## config.mk

```make
export PLATFORM = sky130hd
export DESIGN_NAME = if_stage
export DESIGN_NICKNAME = d
export VERILOG_FILES = /design/src/rtl/if_stage_pkg.sv /design/src/rtl/if_stage_icache.sv /design/src/rtl/if_stage.sv
export SDC_FILE = /design/constraint.sdc
export NUM_CORES = 1
export LEC_CHECK = 0
export CAP_MARGIN = 20
export CORE_MARGIN = 8
export CORE_UTILIZATION = 46
export DETAILED_ROUTE_END_ITERATION = 10
export PLACE_DENSITY = 0.83
export SLEW_MARGIN = 10
export SYNTH_ARGS = -nofsm -noshare
export SYNTH_HDL_FRONTEND = slang
export SYNTH_SLANG_ARGS = --single-unit
```

## constraint.sdc

```tcl
create_clock -name clk -period 3 [get_ports clk]
set_input_delay 0.6 -clock clk [delete_from_list [all_inputs] [get_ports clk]]
set_output_delay 0.6 -clock clk [all_outputs]
set_load 0.02 [all_outputs]
```

## src/rtl/if_stage_pkg.sv

```systemverilog
// Shared defines for the instruction fetch stage: bus widths, reset level and
// direct-mapped instruction cache geometry.
package if_stage_pkg;

   localparam logic RstEnable   = 1'b1;
   localparam int   InstAddrBus = 32;
   localparam int   InstBus     = 32;

   localparam logic [InstBus-1:0] ZeroWord = '0;

   localparam int ICacheIndexBus = 5;
   localparam int ICacheTagBus   = 11;
   localparam int ICacheDepth    = 1 << ICacheIndexBus;
   localparam int ICacheIndexLsb = 2;
   localparam int ICacheTagLsb   = ICacheIndexLsb + ICacheIndexBus;

   // Byte counters run 0..4 per word, hence one bit wider than a byte index.
   typedef logic [2:0] byte_cnt_t;

   localparam byte_cnt_t WordBytes = 3'd4;
   localparam byte_cnt_t LastByte  = 3'd3;

endpackage

```

## src/rtl/if_stage_icache.sv

```systemverilog
// Direct-mapped instruction cache for the fetch stage (built only with ICACHE_EN):
// asynchronous lookup, single-word fill, valid bits cleared by reset alone.
module icache
   import if_stage_pkg::*;
(
   input  logic                      clk,
   input  logic                      rst,
   input  logic [ICacheIndexBus-1:0] lookup_index,
   input  logic [ICacheTagBus-1:0]   lookup_tag,
   output logic                      hit,
   output logic [InstBus-1:0]        hit_data,
   input  logic                      fill_en,
   input  logic [ICacheIndexBus-1:0] fill_index,
   input  logic [ICacheTagBus-1:0]   fill_tag,
   input  logic [InstBus-1:0]        fill_data
);

   logic [ICacheDepth-1:0]  valid_q;
   logic [ICacheTagBus-1:0] tag_q  [ICacheDepth];
   logic [InstBus-1:0]      data_q [ICacheDepth];

   always_ff @(posedge clk) begin
      if (rst == RstEnable) begin
         valid_q <= '0;
      end else if (fill_en) begin
         valid_q[fill_index] <= 1'b1;
      end
   end

   // NOTE: tag/data arrays carry no reset; the valid bits alone make stale contents harmless.
   always_ff @(posedge clk) begin
      if (fill_en) begin
         tag_q[fill_index]  <= fill_tag;
         data_q[fill_index] <= fill_data;
      end
   end

   assign hit      = valid_q[lookup_index] && (tag_q[lookup_index] == lookup_tag);
   assign hit_data = data_q[lookup_index];

endmodule

```

## src/rtl/if_stage.sv

```systemverilog
// Instruction fetch stage: assembles 32-bit little-endian words from a byte memory port.
// Define ICACHE_EN to add a 32-entry direct-mapped instruction cache in front of the port.
module if_stage
   import if_stage_pkg::*;
(
   input  logic                   clk,
   input  logic                   rst,
   input  logic                   stall_i,
   input  logic                   jump_i,
   input  logic [InstAddrBus-1:0] jump_addr_i,
   input  logic                   mem_grant_i,
   input  logic [7:0]             mem_data_i,
   output logic                   mem_req_o,
   output logic [InstAddrBus-1:0] mem_addr_o,
   output logic [InstAddrBus-1:0] pc_o,
   output logic [InstBus-1:0]     inst_o,
   output logic                   inst_valid_o,
   output logic                   if_stall_o
);

   logic [InstAddrBus-1:0] pc;
   logic [InstBus-1:0]     inst;
   byte_cnt_t              issue_cnt;
   byte_cnt_t              recv_cnt;
   logic                   inst_valid;
   logic                   in_flight;

   logic                   accept;
   logic                   consume;
   logic                   last_byte;
   logic                   hit;
   logic [InstBus-1:0]     hit_data;

`ifdef ICACHE_EN
   logic lookup;
   logic cache_hit;
   logic fill_en;

   // Lookup happens only in the first cycle of a word, before any byte is issued.
   assign lookup  = (issue_cnt == '0) && !inst_valid;
   assign hit     = lookup && cache_hit;
   assign fill_en = in_flight && last_byte && !jump_i;

   icache u_icache (
      .clk          (clk),
      .rst          (rst),
      .lookup_index (pc[ICacheIndexLsb +: ICacheIndexBus]),
      .lookup_tag   (pc[ICacheTagLsb +: ICacheTagBus]),
      .hit          (cache_hit),
      .hit_data     (hit_data),
      .fill_en      (fill_en),
      .fill_index   (pc[ICacheIndexLsb +: ICacheIndexBus]),
      .fill_tag     (pc[ICacheTagLsb +: ICacheTagBus]),
      .fill_data    ({mem_data_i, inst[23:0]})
   );
`else
   assign hit      = 1'b0;
   assign hit_data = ZeroWord;
`endif

   assign last_byte = (recv_cnt == LastByte);
   assign mem_req_o = (rst != RstEnable) && !inst_valid && (issue_cnt != WordBytes) && !hit;
   assign accept    = mem_req_o && mem_grant_i;
   assign consume   = inst_valid && !stall_i;

   // NOTE: every state register uses <= so all updates see the pre-edge values.
   always_ff @(posedge clk) begin
      if (rst == RstEnable) begin
         pc         <= '0;
         inst       <= ZeroWord;
         issue_cnt  <= '0;
         recv_cnt   <= '0;
         inst_valid <= 1'b0;
         in_flight  <= 1'b0;
      end else if (jump_i) begin
         pc         <= jump_addr_i;
         issue_cnt  <= '0;
         recv_cnt   <= '0;
         inst_valid <= 1'b0;
         in_flight  <= 1'b0;
      end else if (consume) begin
         pc         <= pc + InstAddrBus'(WordBytes);
         issue_cnt  <= '0;
         recv_cnt   <= '0;
         inst_valid <= 1'b0;
         in_flight  <= 1'b0;
      end else if (hit) begin
         inst       <= hit_data;
         inst_valid <= 1'b1;
      end else begin
         // The byte accepted last cycle returns now, whether or not grant is still high.
         in_flight <= accept;
         if (accept) begin
            issue_cnt <= issue_cnt + 3'd1;
         end
         if (in_flight) begin
            inst[{recv_cnt[1:0], 3'b000} +: 8] <= mem_data_i;
            recv_cnt <= recv_cnt + 3'd1;
            if (last_byte) begin
               inst_valid <= 1'b1;
            end
         end
      end
   end

   assign mem_addr_o   = pc + InstAddrBus'(issue_cnt);
   assign pc_o         = pc;
   assign inst_o       = inst;
   assign inst_valid_o = inst_valid;
   assign if_stall_o   = (rst != RstEnable) && !inst_valid;

endmodule

```

==> out/results.ini <==
[global_routing]
track_usage_pct = 22.1
grt-ovfl-total = 0
grtUsageMet1_pct = 22.8
grt_max_degree = 45
antenna_found_initial = 0
grt_pass1_vias = 4579
grt-busiest-layer = met2
grt_use_met3_pct = 8.60
grt_first_pass_wirelength_um = 22700
use_met2_pct = 39.3

[layout]
antennaDiodeCount = 0
syn2layout_area_growth_pct = 42.2
fin_cells = 798
drive_gt1_share_pct = 12.2
num-nets-final = 741

[clock_tree]
clockRootBuffer = clkbuf_8
holdBufCountCts = 0
h-tree-depth = 3
path_clk_slew_ps = 90
worstSkewPairLatency_ps = 350
tritoncts = built
clock-sinks = 72
cts_buffers = 9
clk_path_buf_depth = 2

[placed_design]
routabilityCongestion = 0.946
hpwl_um = 11000
placed_cells = 780
io_buffers = 143

[die]
io-pin-count = 144
initial_core_util_pct = 46.6
die_x_um = 112
core_um2 = 9060
num_rows = 35
die_h_um = 112
dieArea_um2 = 12500

[sta]
fin_skew_ps = 7.78
setup-violations-final = 0
finalCritPeriodShare_pct = 97.5
fmax_ghz = 0.342
period_needed_ps = 2930
finalHoldViolations = 0
worst_pin_slew_ps = 832
rsz0062_at_grt = no
slew_viol_final = 0
maxSlewHeadroom_pct = 44.1

[worst_setup_path]
crit_fanout = 5
r2r_cells = 6
cpMaxStageDelayCell = fa_1
regToRegEndpoint = pc_o[22]$_SDFFE_PP0P_
start_kind = flip-flop
arrival_ps = 2330
critPathRequiredTime_ps = 2400
crit_start = pc_o[0]$_SDFFE_PP0P_
path_class = reg -> out
r2r-start = pc_o[3]$_SDFFE_PP0P_
r2r_setup_slack_ps = 670
endpoint_kind = output pin
crit_chain = ha_1 > fa_1 > a21o_1 > and4_1 > buf_4 > nand3_1 > xnor2_1 > clkbuf_2
max_stage_delay_ps = 420

[hold_path]
holdPathStages = 2
hold_end = inst_o[9]$_SDFFE_PP0P_
hold_class = reg -> reg
min_from = inst_o[9]$_SDFFE_PP0P_

[detailed_routing]
dr.first_iter.drc_count = 227
drc_errors = 0
vias = 4657
avgViaCountPerCell = 5.84
wirelength_um = 14300
wl_per_cell_um = 17.9
drt_pass1_iterations = 5
ant_nets = 0

[power_and_ir_drop]
p_per_area_nw_per_um2 = 369
leakage_uw = 0.00223
p_int_uw = 1520
power.combinational.fraction_pct = 20.7
p_sw_uw = 697
sequentialPowerShare_pct = 46.2
p_total_uw = 2210
switching_share_pct = 31.5
clock_power_share_pct = 33.1
vdd_ir_drop_max_v = 0.000279

[job]
maxCapViolCount = 0

[logic_synthesis]
synth_edf_count = 0
netlist_area_um2 = 4220
synth_cells = 525
ys_types = 50
synth_ff_type = dfxtp_1
ys_seq_area_share_pct = 34.1
async_flop_share_pct = 0
ys_ff_latch = 72
yosysWarningCount = 0
syn_area_per_cell_um2 = 8.05
synth_fp_nets = 584

[status]
status = finished, final reports clean

[final cells by class]
cell class / instances / area, um^2
inverters: 13 / 48.8
well taps: 111 / 139
clock buffers: 9 / 124
clock inverters: 7 / 61.3
repair buffers: 188 / 1700
multi-input cells: 398 / 2490
fillers: 779 / 3060
flip-flops and latches: 72 / 1440
[cells by family (layout without fill, tap and decap cells)]
| kind of cell | after synthesis | in the layout | share of synthesized area (%) |
|---|---|---|---|
| buffers and inverters | 55 | 217 | 7.29 |
| adder cells (fa/ha/maj) | 14 | 14 | 4.32 |
| flip-flops | 72 | 72 | 34.1 |
| AO/OA/AOI/OAI | 91 | 91 | 14.2 |
| AND/OR/NAND/NOR | 246 | 246 | 30.2 |
| XOR/XNOR | 44 | 44 | 9.12 |
| multiplexers | 3 | 3 | 0.711 |
[repair_timing]
| item | in CTS | in global routing |
|---|---|---|
| setup buffers | 2 | 0 |
| hold endpoints to repair | 0 | 0 |
| gates resized for setup | 49 | 17 |
| endpoints found under the setup margin | 27 | 13 |
| pin swaps | 0 | 1 |
[per-layer routing]
layer	share of wire, %	vias to the layer above
li1	-	2208
met1	38	2198
met2	48	212
met3	11	39
met4	2.9	0
met5	0	-
[critical path: cells and delay by family (launching register included)]
family	cells	cell delay, ps
compound gates	1	230
xor+xnor	1	120
fa+ha+maj	2	640
buf+inv	2	350
flops	1	320
simple gates	2	330
[cells in the mapped netlist, drive strengths merged, types with 12 or more instances]
master | instances | share of area, %
buf | 14 | 2.9
nor3 | 12 | 1.5
a311oi | 13 | 2.7
xnor2 | 34 | 7.0
dfxtp | 72 | 34
inv | 13 | 1.2
and4 | 13 | 2.8
nand2 | 62 | 5.5
nor2 | 44 | 3.9
nand4 | 21 | 3.4
nand3 | 50 | 5.9
ha | 13 | 3.9
a211oi | 12 | 2.1
clkbuf | 27 | 3.0
a21oi | 41 | 4.9
[cells in the final DEF, fill, tap and decap left out, drive strengths merged, types with 12 or more instances in the layout]
cell type	synthesis	layout
dfxtp	72	72
nand3	50	50
xnor2	34	34
ha	13	13
a311oi	13	13
inv	13	16
nor3	12	12
a211oi	12	12
nand2	62	62
and4	13	13
a21oi	41	41
buf	14	53
clkdlybuf4s50	0	114
dlygate4sd2	0	15
nor2	44	44
nand4	21	21
clkbuf	27	13
[power by group through the flow]
stage | Sequential (uW) | Clock, uW | Combinational (uW)
finish | 1020 | 734 | 458
global route | 1030 | 782 | 490
CTS | 1020 | 748 | 461
detailed placement | 1040 | 0 | 475
global placement | 1040 | 0 | 466
floorplan | 1080 | 0 | 200
[worst max-delay path by stage]
stage / end / cells after the start / slack [ps]
2_1_floorplan: mem_addr_o[31] / 6 / 270
3_3_place_gp: mem_addr_o[28] / 8 / 40
3_5_place_dp: mem_addr_o[30] / 8 / 10
4_1_cts: mem_addr_o[30] / 8 / -70
5_1_grt: mem_addr_o[30] / 8 / 0.9
6_report: mem_addr_o[30] / 8 / 70
[sequential cells by signal (all words and copies together) (netlist names)]
name	cells
inst_o	32
inst_valid_o	1
in_flight	1
recv_cnt	3
pc_o	32
issue_cnt	3
[metrics by stage]
| step | instance area [um^2] | setup TNS [ps] | setup slack (ps) | util (%) | hold WS [ps] |
|---|---|---|---|---|---|
| floorplan | 4220 | 0 | 266 | - | 471 |
| global placement | 5860 | 0 | 43.6 | 64.6 | 437 |
| detailed placement | 5860 | 0 | 13.9 | 64.6 | 446 |
| CTS | 6040 | -69.0 | -69.0 | 66.7 | 459 |
| global route | 6010 | 0 | 0.882 | 66.3 | 478 |
| finish | 6010 | 0 | 74.8 | 66.3 | 453 |
No activity file was read; power rests on OpenSTA's default activity.
